==> config.mk <==
export PLATFORM = sky130hd
export DESIGN_NAME = button_bank
export DESIGN_NICKNAME = d
export VERILOG_FILES = /design/src/rtl/button_pkg.sv /design/src/rtl/button_chan.sv /design/src/rtl/button_bank.sv
export SDC_FILE = /design/constraint.sdc
export NUM_CORES = 1
export LEC_CHECK = 0
export ABC_AREA = 1
export BUFFER_PORTS_ARGS = -buffer_cell sky130_fd_sc_hd__clkbuf_2
export CAP_MARGIN = 20
export CORE_ASPECT_RATIO = 1.25
export CORE_MARGIN = 1.5
export CORE_UTILIZATION = 35
export DETAILED_ROUTE_END_ITERATION = 6
export RECOVER_POWER = 50
export SYNTH_ARGS = -nofsm -noshare
export SYNTH_HDL_FRONTEND = slang
export SYNTH_SLANG_ARGS = --single-unit
==> constraint.sdc <==
create_clock -name clk -period 1.3 [get_ports clk]
set_input_delay 0.065 -clock clk [delete_from_list [all_inputs] [get_ports clk]]
set_output_delay 0.065 -clock clk [all_outputs]
set_load 0.02 [all_outputs]
==> src/rtl/button_pkg.sv <==
// Shared definitions for the button bank: debounce FSM state encoding and width helpers.
package button_pkg;

    localparam logic [1:0] ST_IDLE = 2'd0;
    localparam logic [1:0] ST_ARM  = 2'd1;
    localparam logic [1:0] ST_HELD = 2'd2;
    localparam logic [1:0] ST_REL  = 2'd3;

    // Bits needed to hold values 0..v (at least one bit).
    function automatic int unsigned cnt_width(input int unsigned v);
        int unsigned w;
        w = 1;
        for (int unsigned i = 1; i < 32; i++) begin
            if ((32'd1 << i) < v + 32'd1) w = i + 1;
        end
        return w;
    endfunction

    function automatic int unsigned max_u(input int unsigned a, input int unsigned b);
        return (a > b) ? a : b;
    endfunction

endpackage

==> src/rtl/button_chan.sv <==
// One debounced button channel: 2-flop synchroniser, IDLE/ARM/HELD/REL FSM, press strobe.
// Optional auto-repeat timer under BUTTON_BANK_REPEAT_EN.
module button_chan
    import button_pkg::*;
#(
    parameter int unsigned DEBOUNCE_CYCLES = 4,
    parameter int unsigned REPEAT_DELAY    = 50,
    parameter int unsigned REPEAT_PERIOD   = 10
) (
    input  logic clk,
    input  logic rst,
    input  logic btn,
    output logic level,
    output logic pulse
);

    localparam int unsigned CW = cnt_width(DEBOUNCE_CYCLES);
    localparam logic [CW-1:0] CNT_LAST = CW'(DEBOUNCE_CYCLES - 1);
    localparam logic [CW-1:0] CNT_MAX  = '1;
    localparam bit SINGLE = (DEBOUNCE_CYCLES == 1);

    if (DEBOUNCE_CYCLES < 1 || DEBOUNCE_CYCLES > 255 || REPEAT_DELAY < 1 || REPEAT_PERIOD < 1) begin : g_param_check
        $error("button_chan: parameter out of range");
    end

    logic          s1, s2;
    logic [1:0]    state, state_nx;
    logic [CW-1:0] cnt, cnt_nx, cnt_inc;
    logic          press;
    logic          rpt_fire;

    // The sample that leaves IDLE/HELD is the first stable one, so the
    // counting states need DEBOUNCE_CYCLES-1 further samples.
    always_comb begin
        state_nx = state;
        cnt_nx   = cnt;
        press    = 1'b0;
        cnt_inc  = (cnt == CNT_MAX) ? cnt : cnt + CW'(1);
        case (state)
            ST_IDLE: if (s2) begin
                state_nx = SINGLE ? ST_HELD : ST_ARM;
                press    = SINGLE;
                cnt_nx   = '0;
            end
            ST_ARM: if (!s2) begin
                state_nx = ST_IDLE;
                cnt_nx   = '0;
            end else if (cnt_inc == CNT_LAST) begin
                state_nx = ST_HELD;
                press    = 1'b1;
                cnt_nx   = '0;
            end else begin
                cnt_nx = cnt_inc;
            end
            ST_HELD: if (!s2) begin
                state_nx = SINGLE ? ST_IDLE : ST_REL;
                cnt_nx   = '0;
            end
            default: if (s2) begin
                state_nx = ST_HELD;
                cnt_nx   = '0;
            end else if (cnt_inc == CNT_LAST) begin
                state_nx = ST_IDLE;
                cnt_nx   = '0;
            end else begin
                cnt_nx = cnt_inc;
            end
        endcase
    end

    always_ff @(posedge clk or negedge rst) begin
        if (!rst) begin
            s1    <= 1'b0;
            s2    <= 1'b0;
            state <= ST_IDLE;
            cnt   <= '0;
            level <= 1'b0;
            pulse <= 1'b0;
        end else begin
            s1    <= btn;
            s2    <= s1;
            state <= state_nx;
            cnt   <= cnt_nx;
            level <= (state_nx == ST_HELD) || (state_nx == ST_REL);
            pulse <= press | rpt_fire;
        end
    end

`ifdef BUTTON_BANK_REPEAT_EN
    localparam int unsigned RW = cnt_width(max_u(REPEAT_DELAY, REPEAT_PERIOD));

    logic [RW-1:0] rpt_cnt, rpt_target;
    logic          rpt_first, rpt_roll, rpt_run;

    assign rpt_run    = (state == ST_HELD) || (state == ST_REL);
    assign rpt_target = rpt_first ? RW'(REPEAT_DELAY) : RW'(REPEAT_PERIOD);
    assign rpt_roll   = rpt_run && (rpt_cnt + RW'(1) == rpt_target);
    // Timer keeps running through REL bounces; strobes only while staying HELD.
    assign rpt_fire   = rpt_roll && (state == ST_HELD) && (state_nx == ST_HELD);

    always_ff @(posedge clk or negedge rst) begin
        if (!rst) begin
            rpt_cnt   <= '0;
            rpt_first <= 1'b1;
        end else if (press || state_nx == ST_IDLE) begin
            rpt_cnt   <= '0;
            rpt_first <= 1'b1;
        end else if (rpt_roll) begin
            rpt_cnt   <= '0;
            rpt_first <= 1'b0;
        end else if (rpt_run) begin
            rpt_cnt   <= rpt_cnt + RW'(1);
        end
    end
`else
    assign rpt_fire = 1'b0;
`endif

endmodule

==> src/rtl/button_bank.sv <==
// Bank of N_BTN debounced buttons with a lowest-index press encoder.
// Auto-repeat is enabled by defining BUTTON_BANK_REPEAT_EN.
module button_bank
    import button_pkg::*;
#(
    parameter int unsigned N_BTN           = 4,
    parameter int unsigned DEBOUNCE_CYCLES = 4,
    parameter int unsigned REPEAT_DELAY    = 50,
    parameter int unsigned REPEAT_PERIOD   = 10
) (
    input  logic             clk,
    input  logic             rst,
    input  logic [N_BTN-1:0] btn,
    output logic [N_BTN-1:0] level,
    output logic [N_BTN-1:0] pulse,
    output logic             id_valid,
    output logic [3:0]       btn_id,
    output logic             multi
);

    if (N_BTN < 1 || N_BTN > 16) begin : g_width_check
        $error("button_bank: N_BTN out of range");
    end

    for (genvar g = 0; g < int'(N_BTN); g++) begin : g_chan
        button_chan #(
            .DEBOUNCE_CYCLES (DEBOUNCE_CYCLES),
            .REPEAT_DELAY    (REPEAT_DELAY),
            .REPEAT_PERIOD   (REPEAT_PERIOD)
        ) u_chan (
            .clk   (clk),
            .rst   (rst),
            .btn   (btn[g]),
            .level (level[g]),
            .pulse (pulse[g])
        );
    end

    always_comb begin
        id_valid = 1'b0;
        btn_id   = '0;
        multi    = 1'b0;
        for (int unsigned i = 0; i < N_BTN; i++) begin
            if (pulse[i]) begin
                if (id_valid) multi = 1'b1;
                else          btn_id = 4'(i);
                id_valid = 1'b1;
            end
        end
    end

endmodule

==> reports/qor.txt, run 1 <==
combinational family with the most area after synthesis - simple AND/OR/NAND/NOR gates
GR met3 Demand/Resource - 2.94%
crit path cell chain - ha_1 -> or2_4 -> nor2_4 -> nand2_2 -> o21ai_0
maximum buffer depth of the clock tree - 2
die area - 5250 um2
unrepaired setup endpoints after global routing - yes
Fmax achieved - 0.805 GHz
clock slew at reported path FFs - 70 ps
overall global routing resource usage - 12.0%
Area Overhead vs Synth - 16.4%
vias - 1279
row count - 28
hpwl dp - 2.00 mm
synth unique cells - 24
Max-slew headroom - 42.4%
worst setup path class - flop to flop
HP Class - flop to flop
number of max-cap violations - 0
delay of the slowest critical-path stage - 410 ps
n_diodes - 0
FFs w/ async S/R, synth - 100%
htree depth - 2
met1 Use GR - 13.8%
Setup-failing EPs final - 0
Critical Path RT - 1500 ps
cell at the root of the clock tree - clkbuf_8
die span in y - 80.6 um
Inst Count DP - 259
Yosys reg bits - 35
starting density of the core - 36.0%
Die Wd - 65.1 um
footprint of the multi-input gates - 664 um2
initial antenna violation count - 0
worst skew pair latency - 280 ps
prevailing post-synth register cell - dfrtp_1
Crit-path slowest cell - dfrtp_1
antenna-violating nets left - 0
final core utilization - 41.8%
gr ovfl total - 0
largest net degree at the start of global routing - 36
largest fanout on the critical path - 4
CP Capture Type - flop
Final Cycle Share - 95.6%
First-pass DRT Iterations - 4
Tot Pwr - 4.01 mW
setup TNS - 0 ps
Final #Nets - 222
vias in the first global route - 1138
Synth top area share - 51.9%
Simple-Gate Fraction of Synth Area - 27.3%
Fin. Hold Viols - 0
reg2reg start - g_chan[2].u_chan.cnt[0]
status - finished clean
drt wl/cell - 10.4 um
kind of start point of the critical path - flop
post-synthesis instance total - 188
P_leak - 0.987 nW
via/cell ratio - 4.70
IO Port Bufs - 17
VDD IR max - 0.538 mV
sequential-to-total area share from yosys stat - 51.9%
xor/xnor cell area share of the yosys netlist - 0%
mapped cell area - 1690 um2
CTS Buf Count - 5
synthesized area per cell - 8.98 um2
layout cells sized above 1 - 24.1%
mux cell area share after synthesis - 0%
CTS tree - done
FILL cells - 491
Starting DRT DRC Count - 52
first-pass GRT wire length - 4.83 mm
GR Layer Usage met2 - 20.0%
Post-Synth Adder-Cell Area - 2.97%
Post-Route WL - 2.83 mm
drt drc - 0
RD Place Congestion - 0.810
number of synthesized flops with an enable pin - 0
Worst Tran Pin Value - 864 ps
crit path time final - 1240 ps
Synth Area in Compound Gates - 7.41%
Power Dens Cells - 2040 nW/um2
Slew Limit Fails - 0
clock sink count - 35
Top Ports - 20
busiest grt layer - met2
Hold Path Origin - g_chan[2].u_chan.s1
Critical Path AT - 1440 ps
Yosys warning total - 0
Hold WS - 348 ps
Yosys top cell by area - dfrtp_1
Clock Skews - 4.92 ps
Std-Cell Core Area - 4690 um2
launch point of the worst path - g_chan[2].u_chan.cnt[0]
top cells by area, synth - dfrtp_1 (52%), nand3_1 (6.5%), nand2_1 (6.4%), inv_1 (5.1%), buf_4 (4.4%)
register area - 877 um2
Layout Cells excl Fill - 272
worst paths after layout:
kind	endpoint	slack (ps)	depth (start not counted)
setup / recovery	g_chan[2].u_chan.level	60	5
hold / removal	g_chan[2].u_chan.s2	350	0
setup reg to reg	g_chan[2].u_chan.level	60	5
hold reg to reg	g_chan[2].u_chan.s2	350	0
max in group asynchronous	g_chan[0].u_chan.pulse	220	3
min in group asynchronous	g_chan[0].u_chan.cnt[2]	490	3
critical path: cells and delay by family, from the launching register on:
kind | cells | cell delay, ps
simple gates | 3 | 450
fa+ha+maj | 1 | 210
flops | 1 | 410
compound gates | 1 | 90
logic make-up (layout without fill, tap and decap cells):
group	Yosys count	after routing
buffers and inverters	36	59
other	1	2
adder cells (fa/ha/maj)	4	4
AO/OA/AOI/OAI	25	25
flip-flops	35	35
AND/OR/NAND/NOR	87	87
area by class of cell:
| class | count | share of cell area, % |
|---|---|---|
| Timing Repair Buffer | 26 | 8.28 |
| Tap cell | 60 | 3.82 |
| Inverter | 26 | 4.97 |
| Clock buffer | 6 | 4.20 |
| Sequential cell | 35 | 44.6 |
| Clock inverter | 1 | 0.255 |
| Multi-Input combinational cell | 118 | 33.8 |
synthesized netlist by cell type, types with 3 or more instances:
| cell type | n |
|---|---|
| inv_1 | 23 |
| ha_1 | 4 |
| nand2_2 | 3 |
| nand2_1 | 29 |
| a21oi_1 | 5 |
| nand4_1 | 4 |
| nor2_2 | 4 |
| nand3_1 | 22 |
| o21ai_1 | 10 |
| dfrtp_1 | 35 |
| inv_2 | 3 |
| buf_4 | 10 |
| o21ai_0 | 10 |
| nor2_1 | 11 |
metrics by stage:
stage,area [um2],worst slack [ps]
3_3_place_gp,1800,107
5_1_grt,1960,-2.50
2_1_floorplan,1690,138
6_report,1960,57.1
3_5_place_dp,1800,53.6
4_1_cts,1940,11.8
power by group:
group	total, mW	switching, mW	internal, mW
Sequential	1.70	0.318	1.39
Clock	0.794	0.379	0.416
Combinational	1.52	0.935	0.581
Total	4.01	1.63	2.38
metal layers:
layer / part of all wire, % / up-vias / wire length, um
li1: - / 647 / -
met1: 46 / 599 / 1310
met2: 47 / 27 / 1330
met3: 3.9 / 6 / 111
met4: 2.8 / 0 / 80
met5: 0 / - / 0
layout by cell type, fill, tap and decap left out, types with 6 or more instances in the layout:
master,n
clkbuf_2,17
clkbuf_8,6
dfrtp_1,34
inv_1,21
nand2_1,29
nand3_1,22
nor2_1,9
o21ai_0,8
o21ai_1,12
state kept, by name (all words and copies together), names as in the netlist:
register / flops
g_chan.u_chan.pulse: 4
g_chan.u_chan.cnt: 12
g_chan.u_chan.s2: 4
g_chan.u_chan.level: 3
g_chan.u_chan.state: 8
g_chan.u_chan.s1: 4
repair_timing:
item	4_1_cts	5_1_grt
resized for setup	0	11
hold buffers	5	0
hold endpoints to repair	39	0
setup buffers	0	1
endpoints found under the setup margin	0	6
Note: power is estimated with default switching activity, not from simulation.
==> run 2, diff against run 1 <==
==> constraint.sdc (replaced) <==
create_clock -name clk -period 1 [get_ports clk]
set_input_delay 0.05 -clock clk [delete_from_list [all_inputs] [get_ports clk]]
set_output_delay 0.05 -clock clk [all_outputs]
set_load 0.02 [all_outputs]
==> run 2 against run 1 <==
  * The flow now finishes with violations (setup timing)
  * Core utilization grew 7.6 points
  * Register-to-register slack lost 270 ps
  * Sequential power grew 31%
  * Clock power grew 30%
  * Non-clock buffer count grew 20
  * Count of clock-buffer cells in the layout is the same
  * First-iteration DRC count grew 35%
  * Design area grew 18%
  * Clock skew shrank 4.2 ps
  * Total power grew 52%
  * Die area is the same
  * Hold slack gained 0.73 ps
==> reports/qor.txt, run 2 (synthesized netlist as in run 1, its figures left out) <==
n_diodes - 0 (unchanged)
cell at the root of the clock tree - clkbuf_8
reg2reg start - g_chan[3].u_chan.cnt[1]
number of max-cap violations - 0 (unchanged)
Fmax achieved - 0.823 GHz
first-pass GRT wire length - 4.94 mm (+2.3%)
R2R Setup Slk - -210 ps (-270 ps)
layout cells sized above 1 - 45.3% (+21 points)
htree depth - 2 (unchanged)
Hold EP - g_chan[3].u_chan.s2
crit path time final - 1220 ps
Std-Cell Core Area - 4690 um2 (unchanged)
Die Wd - 65.1 um (unchanged)
Top reg by flops - g_chan.u_chan.cnt
antenna-violating nets left - 0 (unchanged)
P_leak - 1.13 nW (+14%)
drt drc - 0 (unchanged)
Post-Route WL - 3.06 mm (+8.4%)
Top Ports - 20 (unchanged)
IO Port Bufs - 17 (unchanged)
Starting DRT DRC Count - 70 (+35%)
overall global routing resource usage - 12.3% (+0.36 points)
Final Cycle Share - 122%
Setup-failing EPs final - 24 (+24)
clock sink count - 35 (unchanged)
Worst Reg-to-Reg Cells - 7 (+2)
Hold WS - 348 ps (+0.734 ps)
HP Class - flop to flop
largest fanout on the critical path - 5 (+1)
fin worst setup slack - -216 ps (-273 ps)
CP Capture Type - output port
commonest non-fill, non-tap cell in the layout - dfrtp_1
die span in y - 80.6 um (unchanged)
status - complete, but fails checks
First-pass DRT Iterations - 4 (unchanged)
most frequent cells in the layout - dfrtp_1 (34), nand2_1 (20), buf_4 (20)
worst hold stages - 0 (unchanged)
kind of start point of the critical path - flop
row count - 28 (unchanged)
Fin. Hold Viols - 0 (unchanged)
gr ovfl total - 0 (unchanged)
starting density of the core - 36.0% (unchanged)
Clock Skews - 0.742 ps (-4.17 ps)
drt wl/cell - 10.5 um (+0.96%)
worst skew pair latency - 280 ps (about the same)
FF-to-FF End - g_chan[3].u_chan.state[1]
CTS tree - done
Place WS - -184 ps (-237 ps)
RD Place Congestion - 0.798 (-1.5%)
Tot Pwr - 6.11 mW (+52%)
Power Dens Cells - 2630 nW/um2 (+29%)
Final #Nets - 242 (+9.0%)
Critical Path RT - 950 ps (-550 ps)
final core utilization - 49.5% (+7.6 points)
worst setup path class - flop to output port
via/cell ratio - 4.64 (-1.3%)
maximum buffer depth of the clock tree - 2 (unchanged)
largest net degree at the start of global routing - 36 (unchanged)
Area Overhead vs Synth - 37.7%
vias in the first global route - 1190 (+4.6%)
max FFs per register - 12 (unchanged)
initial antenna violation count - 0 (unchanged)
setup TNS - -3030 ps (-3030 ps)
Slew Limit Fails - 0 (unchanged)
vias - 1355 (+5.9%)
VDD IR max - 0.836 mV (+56%)
die area - 5250 um2 (unchanged)
Hold Path Origin - g_chan[3].u_chan.s1
clock slew at reported path FFs - 70 ps (about the same)
Top Registers - g_chan.u_chan.cnt x12, g_chan.u_chan.state x8
violated checks - setup timing
CTS Buf Count - 5 (unchanged)
unrepaired setup endpoints after global routing - yes
Critical Path AT - 1170 ps (-270 ps)
hpwl dp - 1.99 mm (-0.89%)
[run 2: worst max-delay path: stages, from the launching register on]
cell,delay (ps)
dfrtp_1,430
nor2_2,140
o21ai_1,70
nand2_1,60
inv_1,40
clkbuf_8,140
[run 2: repair_timing]
item	in CTS	in global routing
hold buffers	5	0
setup buffers	6	7
setup endpoints to repair	23	33
hold endpoints to repair	39	0
resized for setup	16	52
pin swaps	11	13
[run 2: where the power goes]
part | switching, mW | internal, mW | leakage [nW]
logic | 1.54 | 1.32 | 0.636
registers | 0.425 | 1.80 | 0.444
clock network | 0.486 | 0.540 | 0.0470
total | 2.45 | 3.66 | 1.13
[run 2: layer usage]
metal	GRT usage [%]	vias up	wire length, um
li1	-	687	-
met3	2.94	5	96
met1	13.8	639	1350
met4	7.92	0	74
met5	0	-	0
met2	20.7	24	1540
[run 2: per-stage QoR]
| step | instances | cell area (um2) |
|---|---|---|
| 3_5_place_dp | 270 | 1940 |
| 2_1_floorplan | 189 | 1740 |
| 4_1_cts | 288 | 2180 |
| 3_3_place_gp | 270 | 1940 |
| 6_report | 292 | 2320 |
| 5_1_grt | 292 | 2320 |
[run 2: area by class of cell]
cell class | instances | area [um2]
timing repair buffer | 46 | 367
multi-input combinational | 118 | 812
fill | 438 | 2370
clock buffer | 6 | 82.6
clock inverter | 1 | 5.00
tap | 60 | 75.1
inverter | 26 | 105
sequential | 35 | 877
[run 2: worst max-delay path by stage]
stage / startpoint / to / slack (ps) / cells past startpoint
2_1_floorplan: g_chan[3].u_chan.cnt[1] / g_chan[3].u_chan.state[1] / -150 / 7
3_3_place_gp: g_chan[3].u_chan.cnt[1] / g_chan[3].u_chan.state[1] / -160 / 7
3_5_place_dp: g_chan[3].u_chan.cnt[1] / g_chan[3].u_chan.state[1] / -180 / 7
4_1_cts: g_chan[0].u_chan.pulse / multi / -220 / 5
5_1_grt: g_chan[1].u_chan.pulse / multi / -300 / 5
6_report: g_chan[1].u_chan.pulse / multi / -220 / 5
